<file path="src/rtl/seq_game_pkg.sv">
// Shared definitions for the memory-game display path: digit width, FSM state
// encoding, blank segment pattern and the hex-to-seven-segment table.
// Combinational constants only; no latency or flow control involved.
package seq_game_pkg;

    localparam int DIGIT_W = 4;

    // Segment order is {g,f,e,d,c,b,a}, active-low; all ones turns every segment off.
    localparam logic [6:0] SEG_BLANK = 7'h7F;

    // Raw encodings kept as plain constants so older code that compares
    // against bit patterns keeps working alongside the typed enum.
    localparam logic [1:0] S_IDLE   = 2'd0;
    localparam logic [1:0] S_SHOW   = 2'd1;
    localparam logic [1:0] S_GAP    = 2'd2;
    localparam logic [1:0] S_FINISH = 2'd3;

    typedef enum logic [1:0] {
        IDLE   = S_IDLE,
        SHOW   = S_SHOW,
        GAP    = S_GAP,
        FINISH = S_FINISH
    } state_e;

    // Index 15 is leftmost: F, E, d, C, b, A, 9, 8, 7, 6, 5, 4, 3, 2, 1, 0.
    localparam logic [15:0][6:0] SEG_TABLE = {
        7'h0E, 7'h06, 7'h21, 7'h46, 7'h03, 7'h08, 7'h10, 7'h00,
        7'h78, 7'h02, 7'h12, 7'h19, 7'h30, 7'h24, 7'h79, 7'h40
    };

    function automatic logic [6:0] hex_to_seg(input logic [DIGIT_W-1:0] hex);
        return SEG_TABLE[hex];
    endfunction

endpackage

</file>
<file path="src/rtl/hex_to_seg7.sv">
// Hex digit to seven-segment decoder, active-low {g,f,e,d,c,b,a}.
// Latency: purely combinational; the caller registers the result.
// Backpressure: none, output follows input continuously.
// Ports: hex_i - 4-bit digit value; seg_o - segment drive pattern.
module hex_to_seg7
    import seq_game_pkg::*;
(
    input  logic [DIGIT_W-1:0] hex_i,
    output logic [6:0]         seg_o
);

    assign seg_o = hex_to_seg(hex_i);

endmodule

</file>
<file path="src/rtl/seq_digit_player.sv">
// Plays a captured sequence of hex digits MSD-first on one seven-segment digit,
// with blank gaps between digits and a one-cycle done pulse at the end.
// Latency: first digit lit the cycle after the start edge; all outputs registered.
// Backpressure: none; starts arriving while busy or finishing are dropped, abort cancels.
// Ports: clk/rst (sync, active-low); display & new_seq form the start strobe;
//        seq is the sequence (digit 0 in the top nibble); abort cancels playback;
//        digit_out/digit_idx/digit_valid/seg describe the lit digit; busy, done status.
module seq_digit_player
    import seq_game_pkg::*;
#(
    parameter int DIGITS      = 5,
    parameter int SHOW_CYCLES = 50000000,
    parameter int GAP_CYCLES  = 12500000
) (
    input  logic                      clk,
    input  logic                      rst,
    input  logic                      display,
    input  logic                      new_seq,
    input  logic [DIGIT_W*DIGITS-1:0] seq,
    input  logic                      abort,
    output logic [DIGIT_W-1:0]        digit_out,
    output logic [2:0]                digit_idx,
    output logic                      digit_valid,
    output logic [6:0]                seg,
    output logic                      busy,
    output logic                      done
);

    localparam int MAX_CYC = (SHOW_CYCLES > GAP_CYCLES) ? SHOW_CYCLES : GAP_CYCLES;
    localparam int CNT_W   = $clog2(MAX_CYC + 1);

    localparam logic [CNT_W-1:0] SHOW_LAST = CNT_W'(SHOW_CYCLES - 1);
    localparam logic [CNT_W-1:0] GAP_LAST  = CNT_W'(GAP_CYCLES - 1);
    localparam logic [2:0]       IDX_LAST  = 3'(DIGITS - 1);

    state_e                    state_q, state_d;
    logic [CNT_W-1:0]          cnt_q, cnt_d;
    logic [DIGIT_W*DIGITS-1:0] seq_q, seq_d;
    logic [2:0]                idx_q, idx_d;

    logic [DIGIT_W-1:0]        digit_out_q, digit_out_d;
    logic                      digit_valid_q, digit_valid_d;
    logic [6:0]                seg_q, seg_d;
    logic                      busy_q, busy_d;
    logic                      done_q, done_d;

    logic                      start;
    logic [DIGIT_W-1:0]        digit_nxt;
    logic [6:0]                seg_nxt;

    assign start = display & new_seq;

    // Next-state logic. The cycle counter restarts at 0 on every state entry,
    // so it never needs to count past the longer of the two dwell times.
    always_comb begin
        state_d = state_q;
        cnt_d   = cnt_q + 1'b1;
        seq_d   = seq_q;
        idx_d   = idx_q;

        unique case (state_q)
            IDLE: begin
                cnt_d = '0;
                // Abort beats a simultaneous start.
                if (start && !abort) begin
                    state_d = SHOW;
                    seq_d   = seq;
                    idx_d   = '0;
                end
            end
            SHOW: begin
                if (cnt_q == SHOW_LAST) begin
                    cnt_d   = '0;
                    state_d = (idx_q == IDX_LAST) ? FINISH : GAP;
                end
            end
            GAP: begin
                if (cnt_q == GAP_LAST) begin
                    cnt_d   = '0;
                    idx_d   = idx_q + 3'd1;
                    state_d = SHOW;
                end
            end
            FINISH: begin
                // Abort is not looked at here, so done always pulses once reached.
                cnt_d   = '0;
                state_d = IDLE;
            end
            default: begin
                cnt_d   = '0;
                state_d = IDLE;
            end
        endcase

        // Cancelling playback drops everything back to the reset picture.
        if (abort && (state_q == SHOW || state_q == GAP)) begin
            state_d = IDLE;
            cnt_d   = '0;
            idx_d   = '0;
            seq_d   = '0;
        end
    end

    // Output values are derived from the next state so that the registered
    // outputs line up with the state they describe.
    always_comb begin
        digit_nxt = '0;
        for (int i = 0; i < DIGITS; i++) begin
            if (idx_d == 3'(i)) begin
                digit_nxt = seq_d[DIGIT_W*(DIGITS-1-i) +: DIGIT_W];
            end
        end
    end

    hex_to_seg7 u_hex_to_seg7 (
        .hex_i (digit_nxt),
        .seg_o (seg_nxt)
    );

    always_comb begin
        digit_valid_d = (state_d == SHOW);
        digit_out_d   = digit_valid_d ? digit_nxt : '0;
        seg_d         = digit_valid_d ? seg_nxt : SEG_BLANK;
        busy_d        = (state_d == SHOW) || (state_d == GAP);
        done_d        = (state_d == FINISH);
    end

    always_ff @(posedge clk) begin
        if (!rst) begin
            state_q       <= IDLE;
            cnt_q         <= '0;
            seq_q         <= '0;
            idx_q         <= '0;
            digit_out_q   <= '0;
            digit_valid_q <= 1'b0;
            seg_q         <= SEG_BLANK;
            busy_q        <= 1'b0;
            done_q        <= 1'b0;
        end else begin
            state_q       <= state_d;
            cnt_q         <= cnt_d;
            seq_q         <= seq_d;
            idx_q         <= idx_d;
            digit_out_q   <= digit_out_d;
            digit_valid_q <= digit_valid_d;
            seg_q         <= seg_d;
            busy_q        <= busy_d;
            done_q        <= done_d;
        end
    end

    assign digit_out   = digit_out_q;
    assign digit_idx   = idx_q;
    assign digit_valid = digit_valid_q;
    assign seg         = seg_q;
    assign busy        = busy_q;
    assign done        = done_q;

endmodule
</file>
<file path="config.mk">
export PLATFORM = sky130hd
export DESIGN_NAME = seq_digit_player
export DESIGN_NICKNAME = d
export VERILOG_FILES = /design/src/rtl/seq_game_pkg.sv /design/src/rtl/hex_to_seg7.sv /design/src/rtl/seq_digit_player.sv
export SDC_FILE = /design/constraint.sdc
export NUM_CORES = 1
export LEC_CHECK = 0
export BUFFER_PORTS_ARGS = -buffer_cell sky130_fd_sc_hd__buf_2
export CELL_PAD_IN_SITES_DETAIL_PLACEMENT = 0
export CELL_PAD_IN_SITES_GLOBAL_PLACEMENT = 1
export CORE_UTILIZATION = 30
export DETAILED_ROUTE_END_ITERATION = 8
export PLACE_DENSITY_LB_ADDON = 0.1
export REMOVE_ABC_BUFFERS = 1
export SLEW_MARGIN = 20
export SYNTH_ARGS = -nofsm -noshare
export SYNTH_HDL_FRONTEND = slang
export SYNTH_SLANG_ARGS = --single-unit
export TNS_END_PERCENT = 5
</file>
<file path="constraint.sdc">
create_clock -name clk -period 5.5 [get_ports clk]
set_input_delay 0.55 -clock clk [delete_from_list [all_inputs] [get_ports clk]]
set_output_delay 0.55 -clock clk [all_outputs]
set_load 0.03 [all_outputs]
</file>
==> results of run 1 <==
## power groups by stage
stage	registers, mW	clock network, mW	logic (mW)
after floorplan	0.529	0	0.0730
after global placement	0.506	0	0.147
after detailed placement	0.506	0	0.145
after CTS	0.496	0.373	0.146
after global routing	0.497	0.393	0.159
final	0.495	0.358	0.143
## per-layer routing
metal,wire length [um],vias to the layer above,part of all wire [%]
met1,3930,1243,50
li1,-,1390,-
met3,281,12,3.6
met2,3420,47,44
met4,154,0,2.0
met5,0,-,0
## worst register-to-register path, delay by kind of cell (launching register included)
kind            cells  cell delay [ns]
compound gates      6             1.31
fa+ha+maj           1             0.33
buf+inv             1             0.13
flops               1             0.36
simple gates        5             1.66
## layout make-up
| class | instances | area (sq um) |
|---|---|---|
| fillers | 1124 | 6630 |
| multi-input cells | 284 | 1780 |
| flip-flops and latches | 65 | 1300 |
| repair buffers | 43 | 220 |
| well taps | 136 | 170 |
| clock buffers | 12 | 145 |
| inverters | 15 | 56.3 |
| clock inverters | 3 | 17.5 |
## sequential cells by signal, indices dropped and copies added (netlist names)
| name | cells |
|---|---|
| cnt_q | 26 |
| seq_q | 20 |
| seg | 7 |
| digit_out | 4 |
| digit_idx | 3 |
| state_q | 2 |
| busy | 1 |
| digit_valid | 1 |
| done | 1 |
## kinds of logic (layout without fill, tap and decap cells)
logic type                 Yosys count  after routing  synth area share [%]
buffers and inverters               27             73                  3.45
AOI/OAI and AO/OA                   57             57                  12.1
xor gates and xnor gates            23             23                  6.30
muxes                               19             19                  6.03
DFF                                 65             65                  40.7
adders and majority gates           14             14                  5.48
and+or+nand+nor                    171            171                  25.9
## worst paths after layout
kind | to | slack [ns] | depth (start not counted) | from
setup reg to reg | seg[1] | 1.63 | 13 | cnt_q[22]
hold reg to reg | seq_q[10] | 0.45 | 2 | seq_q[10]
hold / removal | seq_q[6] | 0.45 | 3 | seq[6]
setup / recovery | seg[1] | 1.63 | 13 | cnt_q[22]
## cells in the final DEF, fill, tap and decap left out, types with 3 or more instances in the layout
master and count:
sky130_fd_sc_hd__inv_1 14, sky130_fd_sc_hd__o211ai_2 4, sky130_fd_sc_hd__clkbuf_8 10, sky130_fd_sc_hd__a211o_1 3, sky130_fd_sc_hd__nand4_1 8, sky130_fd_sc_hd__xnor2_1 6, sky130_fd_sc_hd__xor2_1 17, sky130_fd_sc_hd__ha_1 14
sky130_fd_sc_hd__nor2b_1 3, sky130_fd_sc_hd__nor2_1 55, sky130_fd_sc_hd__a21oi_1 21, sky130_fd_sc_hd__and3_1 4, sky130_fd_sc_hd__nor3_1 8, sky130_fd_sc_hd__nand3_1 17, sky130_fd_sc_hd__o211ai_1 3, sky130_fd_sc_hd__dfxtp_1 65
sky130_fd_sc_hd__nand2_1 48, sky130_fd_sc_hd__nand4b_1 3, sky130_fd_sc_hd__and2_1 5, sky130_fd_sc_hd__mux2i_1 17, sky130_fd_sc_hd__o21ai_0 8, sky130_fd_sc_hd__or3_1 4, sky130_fd_sc_hd__buf_2 41
## stage by stage
| step | setup WS, ns | utilization [%] | instances | hold slack, ns |
|---|---|---|---|---|
| final | 1.63 | 35.8 | 558 | 0.448 |
| after global routing | 1.26 | 35.8 | 558 | 0.445 |
| after CTS | 1.56 | 35.8 | 558 | 0.430 |
| after detailed placement | 1.58 | 34.2 | 543 | 0.448 |
| after global placement | 1.61 | 34.2 | 543 | 0.442 |
| after floorplan | 1.86 | - | 364 | 0.426 |
==> run summary, run 1 <==
The power density relative to cell area was 269 nW/um^2. After layout, the worst path uses 70.4% of the clock period. The max-capacitance violation count is 0, and the net switching power of the design is 0.287 mW. The tools report the number of levels the H-tree was split into as 3. STA classifies the critical path endpoint as a flop.

The logs give 0 for the overall overflow remaining after global route and 0.000117 V for the maximum resistive drop on vdd. Based on the critical path, the design can be clocked at up to 258 MHz. Measured against its own limit, the worst slew margin works out to 42.8%. The number of antenna violations at the first check in global routing was 0; the vias per cell was 4.82.

In this run the worst path has a maximum fanout of 13. With fillers left out, the area of the finished cells amounts to 3690 sq um. The largest single stage delay on the critical path is 0.54 ns.

The critical path in this run is classified as reg2reg. By count the netlist is led by 65 x sky130_fd_sc_hd__dfxtp_1, 55 x sky130_fd_sc_hd__nor2_1, 48 x sky130_fd_sc_hd__nand2_1. The clock passes through at most 2 buffers. In this run the tool buffered the top-level ports with 41 buffer cells. Yosys mapped a number of flops with a built-in enable equal to 0. Setup repair after global routing left no endpoint under its margin. Clock tree synthesis selected as its root buffer the cell sky130_fd_sc_hd__clkbuf_8. During I/O placement, the number of pins put on the boundary was 42. The global-route total usage across every layer was 15.4%. The core region is 10300 sq um. The setup-violating endpoint count in the final report was 0; the wire length of the first global-routing pass was 13.2 mm. At the pin with the least slew margin, the transition time is 0.856 ns. The logs give 0 for the number of buffers added to fix hold violations after cts and 0.708 mW for the cell-internal power. In this run the static leakage power is 1.40 nW. The number of hold violations in the final report was 0.

The flow ran to the end, and the final reports show no timing, DRC or antenna violations. The starting density of the core was 31.0%. For this run, the number of Yosys warnings is 0. The vertical die dimension is 105 um, and the first-pass iteration count of the detailed router is 4.

Global routing consumed, on the met1 layer, 20.4% of the routing resources. The worst clock skew is 0.00757 ns. Number of flip-flops and latches in the synthesized netlist: 65. The count of buffering cells on the critical path with inverters included was 1.

The share of total power dissipated in the clock network is 35.9%. For this run, the register share of the synthesized area comes to 40.7%. Synthesis produced 376 cells. The tools report the total via count after detailed routing as 2692. Entering global routing, the biggest net connects 26 pins.

The detailed placement HPWL is 5.78 mm. The first-iteration detailed-routing DRC count came out at 96. The number of gates resized after CTS was 0. For the final-report max-slew violation count, the log shows 0. Global routing used 3.68% of the available met3 tracks. The largest individual stage delay along the critical path comes from the cell sky130_fd_sc_hd__or4b_4. The setup TNS came out at 0 ns.

The netlist area before placement is 3200 sq um, and the proportion of total power due to net switching is 28.8%. The number of antenna diodes in the final layout is 0. At the worst endpoint, the required time is 5.77 ns. The run gives 3530 sq um as the instance area at placement. In the post-synthesis netlist, the biggest area contributors are sky130_fd_sc_hd__dfxtp_1 41%, sky130_fd_sc_hd__nor2_1 6.5%, sky130_fd_sc_hd__nand2_1 5.6%.

Clock transition time at the flip-flop clock pins of the worst setup and hold paths: 0.07 ns. Overall power consumption after layout is estimated at 0.995 mW. The tools report the number of routed nets with antenna violations as 0. The commonest register cell after synthesis is sky130_fd_sc_hd__dfxtp_1.

The part of the total power dissipated in sequential elements was 49.8%. The number of setup buffers added after CTS was 0. The worst endpoint data arrival time was 4.14 ns. Measured along the x axis, the die boundary spans 105 um. Share of final-layout standard cells stronger than drive strength 1: 15.9%. The net count of the finished layout is 457. Row generation in the floorplan step produced 37 rows. In the synthesized netlist the async set-or-reset flop fraction comes to 0%. For this run, global-route usage on met2 was measured as 23.4%. The average wire per standard cell is 14.0 um, and the weighted congestion reported at the end of routability-driven placement is 0.770. The number of global-route vias before repair is 2717, and the area share of the leading cell type in the synthesized netlist is 40.7%.

The signal on the critical path passes through or4b_4 -> or4_4 -> o211ai_2 -> o211ai_2 -> or3b_1 -> nor2_1 -> a21oi_1 -> a32oi_2 -> inv_2 -> ha_1 -> nor2_1 -> a211o_1 -> o211ai_2. By instance count, the leading cell after synthesis is sky130_fd_sc_hd__dfxtp_1. In this design, the critical path's most frequently occurring cell is sky130_fd_sc_hd__o211ai_2. The synthesized design spends more area on one cell type than any other, namely sky130_fd_sc_hd__dfxtp_1. The share of total power dissipated in combinational logic is 14.3%. The cell type group with the largest total delay on the critical path is simple AND/OR/NAND/NOR gates. The average cell area after synthesis works out to 8.50 sq um. Element type at the critical path start: a flop. After synthesis, the netlist uses 53 different library cells.

From synthesis to final layout, the design area changed by 15.6%. The peak-usage layer in the global routing report was met2. The later pin in the worst-skew pair is clocked with a latency of 0.35 ns.

For this run, design rule violations remaining after detail routing come to 0. The clock period minus worst slack came out at 3.87 ns. In this run the worst hold path is classified as in2reg. The die covers 11100 sq um. In this run, CTS created clock tree buffers numbering 9. TritonCTS built the clock tree.

The clock net in this run drives a total of 65 sinks. For the final routed wirelength across all metal layers, the log shows 7.79 mm.
Power figures use the tool's default switching activity.
==> run 2, diff against run 1 <==
==> constraint.sdc (replaced) <==
create_clock -name clk -period 3.24 [get_ports clk]
set_input_delay 0.324 -clock clk [delete_from_list [all_inputs] [get_ports clk]]
set_output_delay 0.324 -clock clk [all_outputs]
set_load 0.03 [all_outputs]
==> run 2 against run 1 <==
The flow now finishes with violations (negative setup slack). Sequential power is 70% higher. Largest power group unchanged. Design area is 17% higher. Largest cell class unchanged. Hold slack worse by 0.23 ns.
==> run summary, run 2 (same netlist as run 1, synthesis figures left out) <==
Final-report max-slew violation count: 0. Clock period minus worst slack: 3.41 ns. The power density relative to cell area is 417 nW/um^2, and the first-iteration detailed-routing DRC count is 83. The register with the most flip-flops in the layout has 26 of them. The congestion estimate from routability-driven global placement came to 0.761.

Counting the fill cells in the layout gives 1056. For the detailed placement HPWL, the log shows 6.30 mm. For this block, the via count after detailed routing is 2944. Before antenna repair, the detailed router went through 4 iterations. After detailed routing, the number of remaining DRC violations is 0. The clock tree synthesis step divided the H-tree into 3 levels. The die width works out to 105 um. STA classifies the critical path startpoint as a flop. The net count of the finished layout is 518. The worst-case setup margin in the final layout is -0.165 ns. The register cell area after layout is 1300 sq um. Global routing used 16.8% of the available tracks. The run gives 294 MHz as the maximum operating frequency. The critical path capture point type is a flop. Clock-pin slew was measured on the worst setup and hold paths at 0.07 ns.

The worst hold slack is 0.222 ns, and the remaining max-slew budget at the tightest pin is 42.3%. The multi-input combinational cells in the finished layout cover a total of 1920 sq um. The register containing the most flip-flops in the final layout was cnt_q. Counting along the longest clock path gives a buffer depth of 2. Dividing the final minimum period by the clock period gives 105%. The number of global-route vias before repair was 2849. Summed over all cells, the static leakage comes to 1.75 nW. The floorplan has 37 rows.

The number of antenna diodes in the final layout is 0. Once detail routing completed, the nets flagged for antenna violations numbered 0. The die covers 11100 sq um.

The min-delay analysis places its worst path in the category in2reg. The clock sink count is 65, and the worst slack at placement is -0.109 ns. TritonCTS built the clock tree. The maximum fanout encountered on the critical timing path is 5, and the final design utilization is 41.8%.

The top cell types in the final layout, fill and taps aside, are 64 x sky130_fd_sc_hd__dfxtp_1, 61 x sky130_fd_sc_hd__buf_4, 54 x sky130_fd_sc_hd__nor2_1. The critical path in this run is classified as reg2reg. Data arrives at the worst endpoint at 3.70 ns. Clock tree synthesis inserted a total of 9 buffers. The starting density of the core was 31.0%; the transition time at the pin with the least slew margin was 0.863 ns. Port buffering added 41 buffers. The overall overflow remaining after global route was 0; the average wire per standard cell was 13.9 um.

Using the TritonRoute via totals, the vias-per-cell ratio works out to 4.76. The run finished, with violations left. The vertical die dimension was 105 um.

Setup repair after global routing could not meet its margin everywhere. For the final database, setup skew stands at 0.00930 ns. The run gives 10300 sq um as the area inside the core boundary. The logs give 0.000178 V for the maximum resistive drop on vdd and 0 for the number of antenna violations at the first check in global routing. The required time of the critical path is 3.54 ns, and the share of final-layout standard cells stronger than drive strength 1 is 31.3%. During I/O placement, the number of pins put on the boundary was 42. The tools report the buffer cell driving the clock tree root as sky130_fd_sc_hd__clkbuf_8.

The first global-routing pass estimated 14.2 mm of wire. Buffers inserted to repair hold after CTS numbered 0. After routing, the total negative slack on setup checks comes to -0.790 ns. Setup violations remaining at the end of the flow were counted as 7. The final routed wirelength across all metal layers came out at 8.58 mm. The run gives 0.35 ns as the insertion delay of the later-clocked pin in the worst-skew pair. The number of hold violations in the final report is 0, and the post-synthesis to final-layout area growth is 35.1%. The final reports fail on negative setup slack. The tool flagged a number of max-cap violations equal to 0. The most common library cell in the layout ignoring fill and taps was sky130_fd_sc_hd__dfxtp_1.

After detailed placement, the design holds a cell count of 596. The non-filler instance count after layout was 619; the pin count of the biggest net entering global routing was 26.
run 2: changes by cell type in the layout (fill, tap and decap cells not counted), moves of 2 or more:
cell | before | now
sky130_fd_sc_hd__a21oi_1 | 21 | 19
sky130_fd_sc_hd__a21oi_2 | 0 | 2
sky130_fd_sc_hd__buf_4 | 2 | 61
sky130_fd_sc_hd__buf_6 | 0 | 2
sky130_fd_sc_hd__clkbuf_8 | 10 | 12
sky130_fd_sc_hd__ha_1 | 14 | 9
sky130_fd_sc_hd__ha_2 | 0 | 4
sky130_fd_sc_hd__o211ai_2 | 4 | 1
sky130_fd_sc_hd__o211ai_4 | 0 | 3
run 2: worst paths after layout:
check	start	depth (start not counted)	slack [ns]	endpoint
max	cnt_q[22]	12	-0.17	seg[3]
min	seq[10]	3	0.22	seq_q[10]
max reg2reg	cnt_q[22]	12	-0.17	seg[3]
min reg2reg	seq_q[6]	2	0.46	seq_q[6]
run 2: where the power goes:
group          total (mW)  switching [mW]  internal [mW]
logic               0.304           0.183          0.121
clock network       0.654           0.318          0.336
registers           0.841         0.00972          0.831
total                1.80           0.511           1.29
run 2: layout make-up:
cell class | instances | share of cell area (%)
sequential | 65 | 30.2
clock buffer | 13 | 3.91
inverter | 15 | 1.30
tap | 136 | 3.94
multi-input combinational | 284 | 44.5
clock inverter | 2 | 0.290
timing repair buffer | 104 | 15.9
run 2: worst max-delay path, cell delays in order (launching register included):
cell                       delay (ns)
sky130_fd_sc_hd__dfxtp_2         0.32
sky130_fd_sc_hd__or4b_4          0.55
sky130_fd_sc_hd__or4_4           0.58
sky130_fd_sc_hd__o211ai_4        0.21
sky130_fd_sc_hd__o211ai_4        0.13
sky130_fd_sc_hd__or3_1           0.36
sky130_fd_sc_hd__a21o_1          0.19
sky130_fd_sc_hd__a32oi_2         0.22
sky130_fd_sc_hd__buf_4           0.18
sky130_fd_sc_hd__ha_2            0.22
sky130_fd_sc_hd__nor2_1          0.06
sky130_fd_sc_hd__a21oi_1         0.17
sky130_fd_sc_hd__o31a_1          0.15
run 2: what timing repair did:
action                     in CTS  in global routing
resized for setup               4                 26
pin swaps                       5                 12
setup endpoints to repair       6                 10
buffers inserted                3                  5
run 2: through the flow:
| stage | total power, mW | area (sq um) |
|---|---|---|
| after global placement | 1.14 | 3930 |
| after global routing | 1.90 | 4320 |
| after detailed placement | 1.14 | 3930 |
| after floorplan | 1.02 | 3140 |
| final | 1.80 | 4320 |
| after CTS | 1.81 | 4160 |
run 2: per-layer routing:
| layer | GRT usage (%) | up-vias | wire [um] |
|---|---|---|---|
| li1 | - | 1510 | - |
| met1 | 22.3 | 1380 | 4300 |
| met2 | 25.7 | 47 | 3920 |
| met3 | 4.30 | 7 | 272 |
| met4 | 6.74 | 0 | 89 |
| met5 | 0 | - | 0 |
